File: config.mk
export PLATFORM = sky130hd
export DESIGN_NAME = instr_fetch_unit
export DESIGN_NICKNAME = d
export VERILOG_FILES = /design/src/rtl/instr_fetch_unit.sv
export SDC_FILE = /design/constraint.sdc
export NUM_CORES = 1
export LEC_CHECK = 0
export CORE_ASPECT_RATIO = 0.7
export CORE_MARGIN = 2
export CORE_UTILIZATION = 35
export CTS_CLUSTER_DIAMETER = 30
export CTS_CLUSTER_SIZE = 28
export DETAILED_ROUTE_END_ITERATION = 7
export HOLD_SLACK_MARGIN = 0.1
export PLACE_DENSITY = 0.75
export SYNTH_ARGS = -nofsm -noshare
export SYNTH_HDL_FRONTEND = slang
export SYNTH_SLANG_ARGS = --single-unit
File: constraint.sdc
create_clock -name clock -period 2.2 [get_ports clock]
set_input_delay 0.66 -clock clock [delete_from_list [all_inputs] [get_ports clock]]
set_output_delay 0.66 -clock clock [all_outputs]
set_load 0.005 [all_outputs]
File: src/rtl/instr_fetch_unit.sv
// Multicycle instruction fetch: owns the PC, issues one memory read per
// instruction over ren/rvalid, and hands instr/instr_pc to decode with valid/ready.
// Optional macro FETCH_ALIGN_CHECK_EN: misaligned redirects raise fetch_err and halt fetch.
module instr_fetch_unit #(
  parameter logic [31:0] RESET_PC = 32'h0000_0000
) (
  input  logic        clock,
  input  logic        reset,
  output logic        mem_ren,
  output logic [31:0] mem_addr,
  input  logic [31:0] mem_rdata,
  input  logic        mem_rvalid,
  output logic [31:0] instr,
  output logic [31:0] instr_pc,
  output logic        instr_valid,
  input  logic        instr_ready,
  input  logic        redirect,
  input  logic [31:0] redirect_pc,
  output logic        fetch_err
);

  typedef enum logic [2:0] {
    S_IDLE  = 3'd0,
    S_REQ   = 3'd1,
    S_WAIT  = 3'd2,
    S_HOLD  = 3'd3,
    S_DRAIN = 3'd4,
    S_HALT  = 3'd5
  } state_e;

  state_e      state_q, state_d;
  logic [31:0] pc_q, pc_d;
  logic [31:0] mem_addr_q, mem_addr_d;
  logic [31:0] instr_q, instr_d;
  logic [31:0] instr_pc_q, instr_pc_d;
  logic        instr_valid_q, instr_valid_d;

  // Redirect target as the fetch path sees it, and whether it must halt fetch.
  logic [31:0] redir_pc;
  logic        redir_bad;

`ifdef FETCH_ALIGN_CHECK_EN
  logic err_q, err_d;

  assign redir_pc  = redirect_pc;
  assign redir_bad = |redirect_pc[1:0];
  assign fetch_err = err_q;
`else
  // Without the check the low bits are simply dropped; HALT is never entered.
  logic unused_redirect_lsbs;

  assign redir_pc             = {redirect_pc[31:2], 2'b00};
  assign redir_bad            = 1'b0;
  assign unused_redirect_lsbs = ^redirect_pc[1:0];
  assign fetch_err            = 1'b0;
`endif

  // The read strobe is a pure decode of the state register.
  assign mem_ren     = (state_q == S_REQ);
  assign mem_addr    = mem_addr_q;
  assign instr       = instr_q;
  assign instr_pc    = instr_pc_q;
  assign instr_valid = instr_valid_q;

  // Next-state logic: redirect outranks the normal fetch sequence, HALT is terminal.
  always_comb begin
    state_d       = state_q;
    pc_d          = pc_q;
    mem_addr_d    = mem_addr_q;
    instr_d       = instr_q;
    instr_pc_d    = instr_pc_q;
    instr_valid_d = instr_valid_q;
`ifdef FETCH_ALIGN_CHECK_EN
    err_d         = err_q;
`endif

    if (redirect && (state_q != S_HALT)) begin
      // Any buffered instruction belongs to the old path; a same-cycle
      // handshake in HOLD has already been taken by decode, so dropping is safe.
      instr_valid_d = 1'b0;
      if (redir_bad) begin
`ifdef FETCH_ALIGN_CHECK_EN
        err_d   = 1'b1;
`endif
        state_d = S_HALT;
      end else begin
        pc_d = redir_pc;
        unique case (state_q)
          // A read is going out this cycle; its response must be swallowed.
          S_REQ:   state_d = S_DRAIN;
          // If the response lands this very cycle it is discarded here and no
          // read remains outstanding, so the new path can be fetched at once.
          S_WAIT:  state_d = mem_rvalid ? S_REQ : S_DRAIN;
          // Same reasoning in DRAIN: only keep draining while a read is still in flight.
          S_DRAIN: state_d = mem_rvalid ? S_REQ : S_DRAIN;
          default: state_d = S_REQ;
        endcase
      end
    end else begin
      unique case (state_q)
        S_IDLE: begin
          state_d = S_REQ;
        end
        S_REQ: begin
          state_d = S_WAIT;
        end
        S_WAIT: begin
          if (mem_rvalid) begin
            instr_d       = mem_rdata;
            instr_pc_d    = pc_q;
            instr_valid_d = 1'b1;
            pc_d          = pc_q + 32'd4;
            state_d       = S_HOLD;
          end
        end
        S_HOLD: begin
          if (instr_ready) begin
            instr_valid_d = 1'b0;
            state_d       = S_REQ;
          end
        end
        S_DRAIN: begin
          if (mem_rvalid) begin
            state_d = S_REQ;
          end
        end
        default: begin
          state_d = state_q;
        end
      endcase
    end

    // The address is loaded only on entry to REQ so it stays put while a read is outstanding.
    if (state_d == S_REQ) begin
      mem_addr_d = pc_d;
    end
  end

  // State and output registers.
  always_ff @(posedge clock) begin
    if (reset) begin
      state_q       <= S_IDLE;
      pc_q          <= RESET_PC;
      mem_addr_q    <= RESET_PC;
      instr_q       <= 32'h0;
      instr_pc_q    <= 32'h0;
      instr_valid_q <= 1'b0;
    end else begin
      state_q       <= state_d;
      pc_q          <= pc_d;
      mem_addr_q    <= mem_addr_d;
      instr_q       <= instr_d;
      instr_pc_q    <= instr_pc_d;
      instr_valid_q <= instr_valid_d;
    end
  end

`ifdef FETCH_ALIGN_CHECK_EN
  // Sticky error flag, cleared only by reset.
  always_ff @(posedge clock) begin
    if (reset) begin
      err_q <= 1'b0;
    end else begin
      err_q <= err_d;
    end
  end
`endif

endmodule

# Word-level counts from Yosys, hierarchy flattened
# Cells that the tools add are included.
[totals]
input_bits = 69
ramBits = 0
ff_bits = 132
mem_count = 0
rom_bits = 0
word_cells = 36
latchBits = 0
out_inout_bits = 99
[op_classes]
n_shift = 0
n_reduce_logical = 7
muxes = 13
order_cmp = 0
add_sub_neg = 1
n_eq_ne = 8
bitwise = 1
div = 0
multipliers = 0
[ops]
columns = ["op", "n"]
rows = [
  ["$mux W32", 3],
  ["$add A32 B3 Y32 const B", 1],
  ["$mux W3", 5],
  ["$pmux W3 S5", 1],
  ["$eq A3 B1 Y1 const B", 2],
  ["$eq A3 B2 Y1 const B", 2],
  ["$pmux W3 S2", 1],
  ["$reduce_and A3 Y1", 2],
  ["$ne A2 B2 Y1 const B", 2],
  ["$reduce_or A2 Y1", 2],
  ["$eq A3 B3 Y1 const B", 1],
  ["$logic_not A3 Y1", 1],
  ["$ne A3 B3 Y1 const B", 1],
  ["$mux W1", 2],
  ["$pmux W1 S2", 1],
  ["$reduce_bool A2 Y1", 1],
  ["$logic_and A1 B1 Y1", 1],
  ["$not A1 Y1", 1],
]

# Depth between registers and ports, before layout
[logic_depth]
depth_word = 5
mapped_depth = 9
depth_no_buf = 6

# Least setup slack after synthesis
# OpenSTA, ideal clock, no wires.
[synth_timing]
path_type = "input to register"
startpoint = "input mem_rvalid"
endpoint = "register mem_addr_q[23], in the netlist mem_addr[23]"
slack_ps = 238
t_required_ps = 2109
n_path_buf = 3
path_stages = 8
setup_time_ps = 91
t_arrival_ps = 1871
cell_sequence = "nor2b_1 or3_1 buf_2 and2_1 buf_6 buf_6 o21a_1 a311oi_1"
[synth_via]
elab_chain_len = 4
elab_cells_between_ends = 10
cone_classes = "1 x eq/ne; 9 x mux"
[synth_lines]
columns = ["element", "line", "source"]
rows = [
  ["from (decl)", "12", "input logic mem_rvalid,"],
  ["$mux W3, on equally long branches", "n/a", ""],
  ["$pmux W3 S5 or $pmux W3 S2 (tied branches)", "100, 88", ""],
  ["$mux W3", "77", "if (redirect && (state_q != S_HALT)) begin"],
  ["$eq A3 B1 Y1", "134", "if (state_d == S_REQ) begin"],
  ["to (signal assigned)", "151", "mem_addr_q <= mem_addr_d;"],
  ["to (decl)", "33", "logic [31:0] mem_addr_q, mem_addr_d;"],
]
# Parallel ways exist; a longest one is shown, timed or not.
# A chain may end at the register's enable or synchronous reset.

# Worst setup path after layout
[layout_timing]
startpoint = "input mem_rvalid"
endpoint = "register mem_addr_q[15], in the netlist mem_addr[15]"
# Same word-level chain as after synthesis.

==> flow_metrics.py <==
metrics = {
    "route": {
        "ant_nets": 0,
        "wl_per_cell_um": 15.5,
        "post_drt_via_cell_ratio": 5.15,
        "drt_first_iter_violations": 347,
        "route.detailed.drc": 0,
        "firstDrtPassIters": 5,
        "vias": 5537,
        "wirelength_um": 16700,
    },
    "power": {
        "leakagePower_nw": 3.00,
        "peakVddDrop_mv": 0.510,
        "power.density_nw_per_um2": 778,
    },
    "synth": {
        "syn_avg_cell_area_sq_um": 8.27,
        "async_flop_share": 0,
        "synthDistinctLibCells": 57,
        "synth.cell_area_sq_um": 5530,
        "synthFlopType": "dfxtp_1",
        "synth_compound_area_frac": 0.170,
        "synth-xor-area-share": 0.0317,
        "yosysWarnings": 0,
        "syn_inst": 668,
        "synth_top_family_by_area": "simple AND/OR/NAND/NOR gates",
        "synth_adder_area_share": 0.00226,
        "postSynthRegisterBits": 132,
        "synth_seq_area_share": 0.478,
        "yosys.area_share.simple": 0.254,
        "synth-edff-count": 0,
        "synthMuxAreaShare": 0.0127,
        "synth_nets": 738,
    },
    "sta": {
        "fin_tns_setup_ns": 0,
        "layout_min_cycle_time_ns": 2.10,
        "hold_slack_ns": 0.450,
        "finalClockSkew_ns": 0.0149,
        "post-route-period-util": 0.956,
        "setup_violations": 0,
        "hold_viol": 0,
        "slew_violations": 0,
        "fmax_mhz": 475,
        "rsz0062_at_grt": "no",
    },
    "placed_design": {
        "numPortBuffers": 164,
        "gp_congestion": 0.855,
        "dp_hpwl_um": 11900,
        "placed_area_sq_um": 7760,
        "place_inst": 1043,
    },
    "finish": {
        "fin_util": 0.546,
        "layout_commonest_cell": "clkdlybuf4s50_1",
        "layout.cells.most_common_list": "clkdlybuf4s50_1, nand2_1, dfxtp_1, a21oi_1, buf_4",
        "drive_gt1_frac": 0.136,
        "finish.instance_area_sq_um": 8430,
        "stdcell_count": 1076,
        "fin_nets": 933,
        "areaGrowthSynthToFinish_pct": 52.6,
        "diodes": 0,
    },
    "clock_tree": {
        "clockBufferDepth": 2,
        "htreeDepth": 4,
        "cts.sinks": 132,
        "clk_latency_ns": 0.42,
        "clockRootBuffer": "clkbuf_16",
        "cts_tree": "yes",
        "cts_buffers": 17,
        "clkTransAtPathRegs_ns": 0.06,
    },
    "critical_path": {
        "critPathArrivalTime_ns": 2.46,
        "crit_path_max_fanout": 5,
        "end_kind": "register",
        "cp_data_required_time_ns": 2.56,
        "path_cells": "clkdlybuf4s50_1 -> and4bb_4 -> nand2_4 -> or4_4 -> a311oi_2 -> a21o_1",
        "max_stage_delay_ns": 0.52,
        "critPathKind": "input pin to register",
        "critPathLaunchType": "input pin",
        "slowest_stage": "clkdlybuf4s50_1",
    },
    "grt": {
        "overflow": 0,
        "grt_max_degree": 57,
        "grt_pass1_vias": 5216,
        "grt_pass1_wl_um": 26500,
        "antenna_found_initial": 0,
        "grt_usage": 0.200,
    },
    "flow_run": {
        "maxCapViolations": 0,
    },
    "run_status": {
        "run_status": "completed",
    },
    "hold_path": {
        "min_path_type": "register to register",
    },
    "floorplan": {
        "die_width_um": 154,
        "fp.coreArea_sq_um": 15500,
        "row_count": 38,
        "start_util": 0.358,
        "io_pins": 168,
        "die_area_sq_um": 16800,
        "die_h_um": 109,
    },
}
final timing paths:
path / from / to / slack (ns) / cells past startpoint
min reg2reg: instr[25] / instr[25] / 0.45 / 2
min: instr[25] / instr[25] / 0.45 / 2
max reg2reg: pc_q[6] / mem_addr[30] / 0.23 / 6
max: mem_rvalid / mem_addr[15] / 0.1 / 6
synthesized netlist by cell type (all sizes together) (2+ instances only):
library cell    n  share of area
nand2         158           0.11
dfxtp         132           0.48
a21oi          74          0.067
nor2           37          0.025
nand3          33          0.030
buf            29          0.029
clkbuf         25          0.017
a211oi         16          0.022
xnor2          16          0.025
nor3           11          0.010
a31oi          10          0.011
nor4           10          0.014
o21ai          10         0.0091
nand3b          8          0.011
nand4           8         0.0091
mux2i           7          0.013
and2            6         0.0068
nor2b           6         0.0068
o31a            6         0.0095
and4            5         0.0079
inv             5         0.0034
nor3b           5         0.0068
a311oi          4         0.0075
xor2            4         0.0063
and3            3         0.0034
nand2b          3         0.0034
o21a            3         0.0041
o32ai           3         0.0048
o41ai           3         0.0048
or3             3         0.0034
a211o           2         0.0032
a22o            2         0.0032
a31o            2         0.0032
o211ai          2         0.0027
o311ai          2         0.0032
registers in the layout, summed over array words and instances (netlist names):
| signal | count |
|---|---|
| instr | 32 |
| state_q | 3 |
| pc_q | 32 |
| instr_valid | 1 |
| mem_addr | 32 |
| instr_pc | 32 |
cell type report:
class	count	area, sq um
clock buffer	18	439
clock inverter	14	175
fill	1411	7020
inverter	5	18.8
multi-input combinational	477	2670
sequential	132	2640
tap	200	250
timing repair buffer	230	2230
kinds of logic after synthesis:
kind of cell | Yosys count
and+or+nand+nor | 300
AOI/OAI and AO/OA | 148
DFF | 132
buffers and inverters | 59
xor gates and xnor gates | 20
muxes | 7
adders and majority gates | 1
other | 1
critical path, delay by kind of cell:
kind / cells / cell delay [ns]
buffers and inverters: 1 / 0.52
AO/OA/AOI/OAI: 2 / 0.41
AND/OR/NAND/NOR: 3 / 0.86
stage by stage:
stage	worst slack, ns	power, mW
after detailed placement	-0.383	3.65
final	0.0967	6.56
after global placement	-0.344	3.64
after global routing	0.00567	6.83
after CTS	0.0595	6.61
after floorplan	0.238	3.11
power by group:
| group | total (mW) | switching (mW) | internal (mW) |
|---|---|---|---|
| combinational | 0.982 | 0.444 | 0.538 |
| clock | 2.94 | 1.12 | 1.82 |
| sequential | 2.64 | 0.113 | 2.52 |
layer usage:
layer	GRT usage	vias up	routed length [um]
met1	0.256	2606	7590
met3	0.0747	24	1430
li1	-	2728	-
met5	0	-	0
met2	0.313	179	7400
met4	0.0688	0	291
what timing repair did:
action / in CTS / in global routing
endpoints found under the setup margin: 2 / 12
gates cloned: 0 / 0
hold buffers: 0 / 0
buffers inserted: 1 / 0
resized for setup: 5 / 7
pin swaps: 0 / 1
Note: power is estimated with default switching activity, not from simulation.
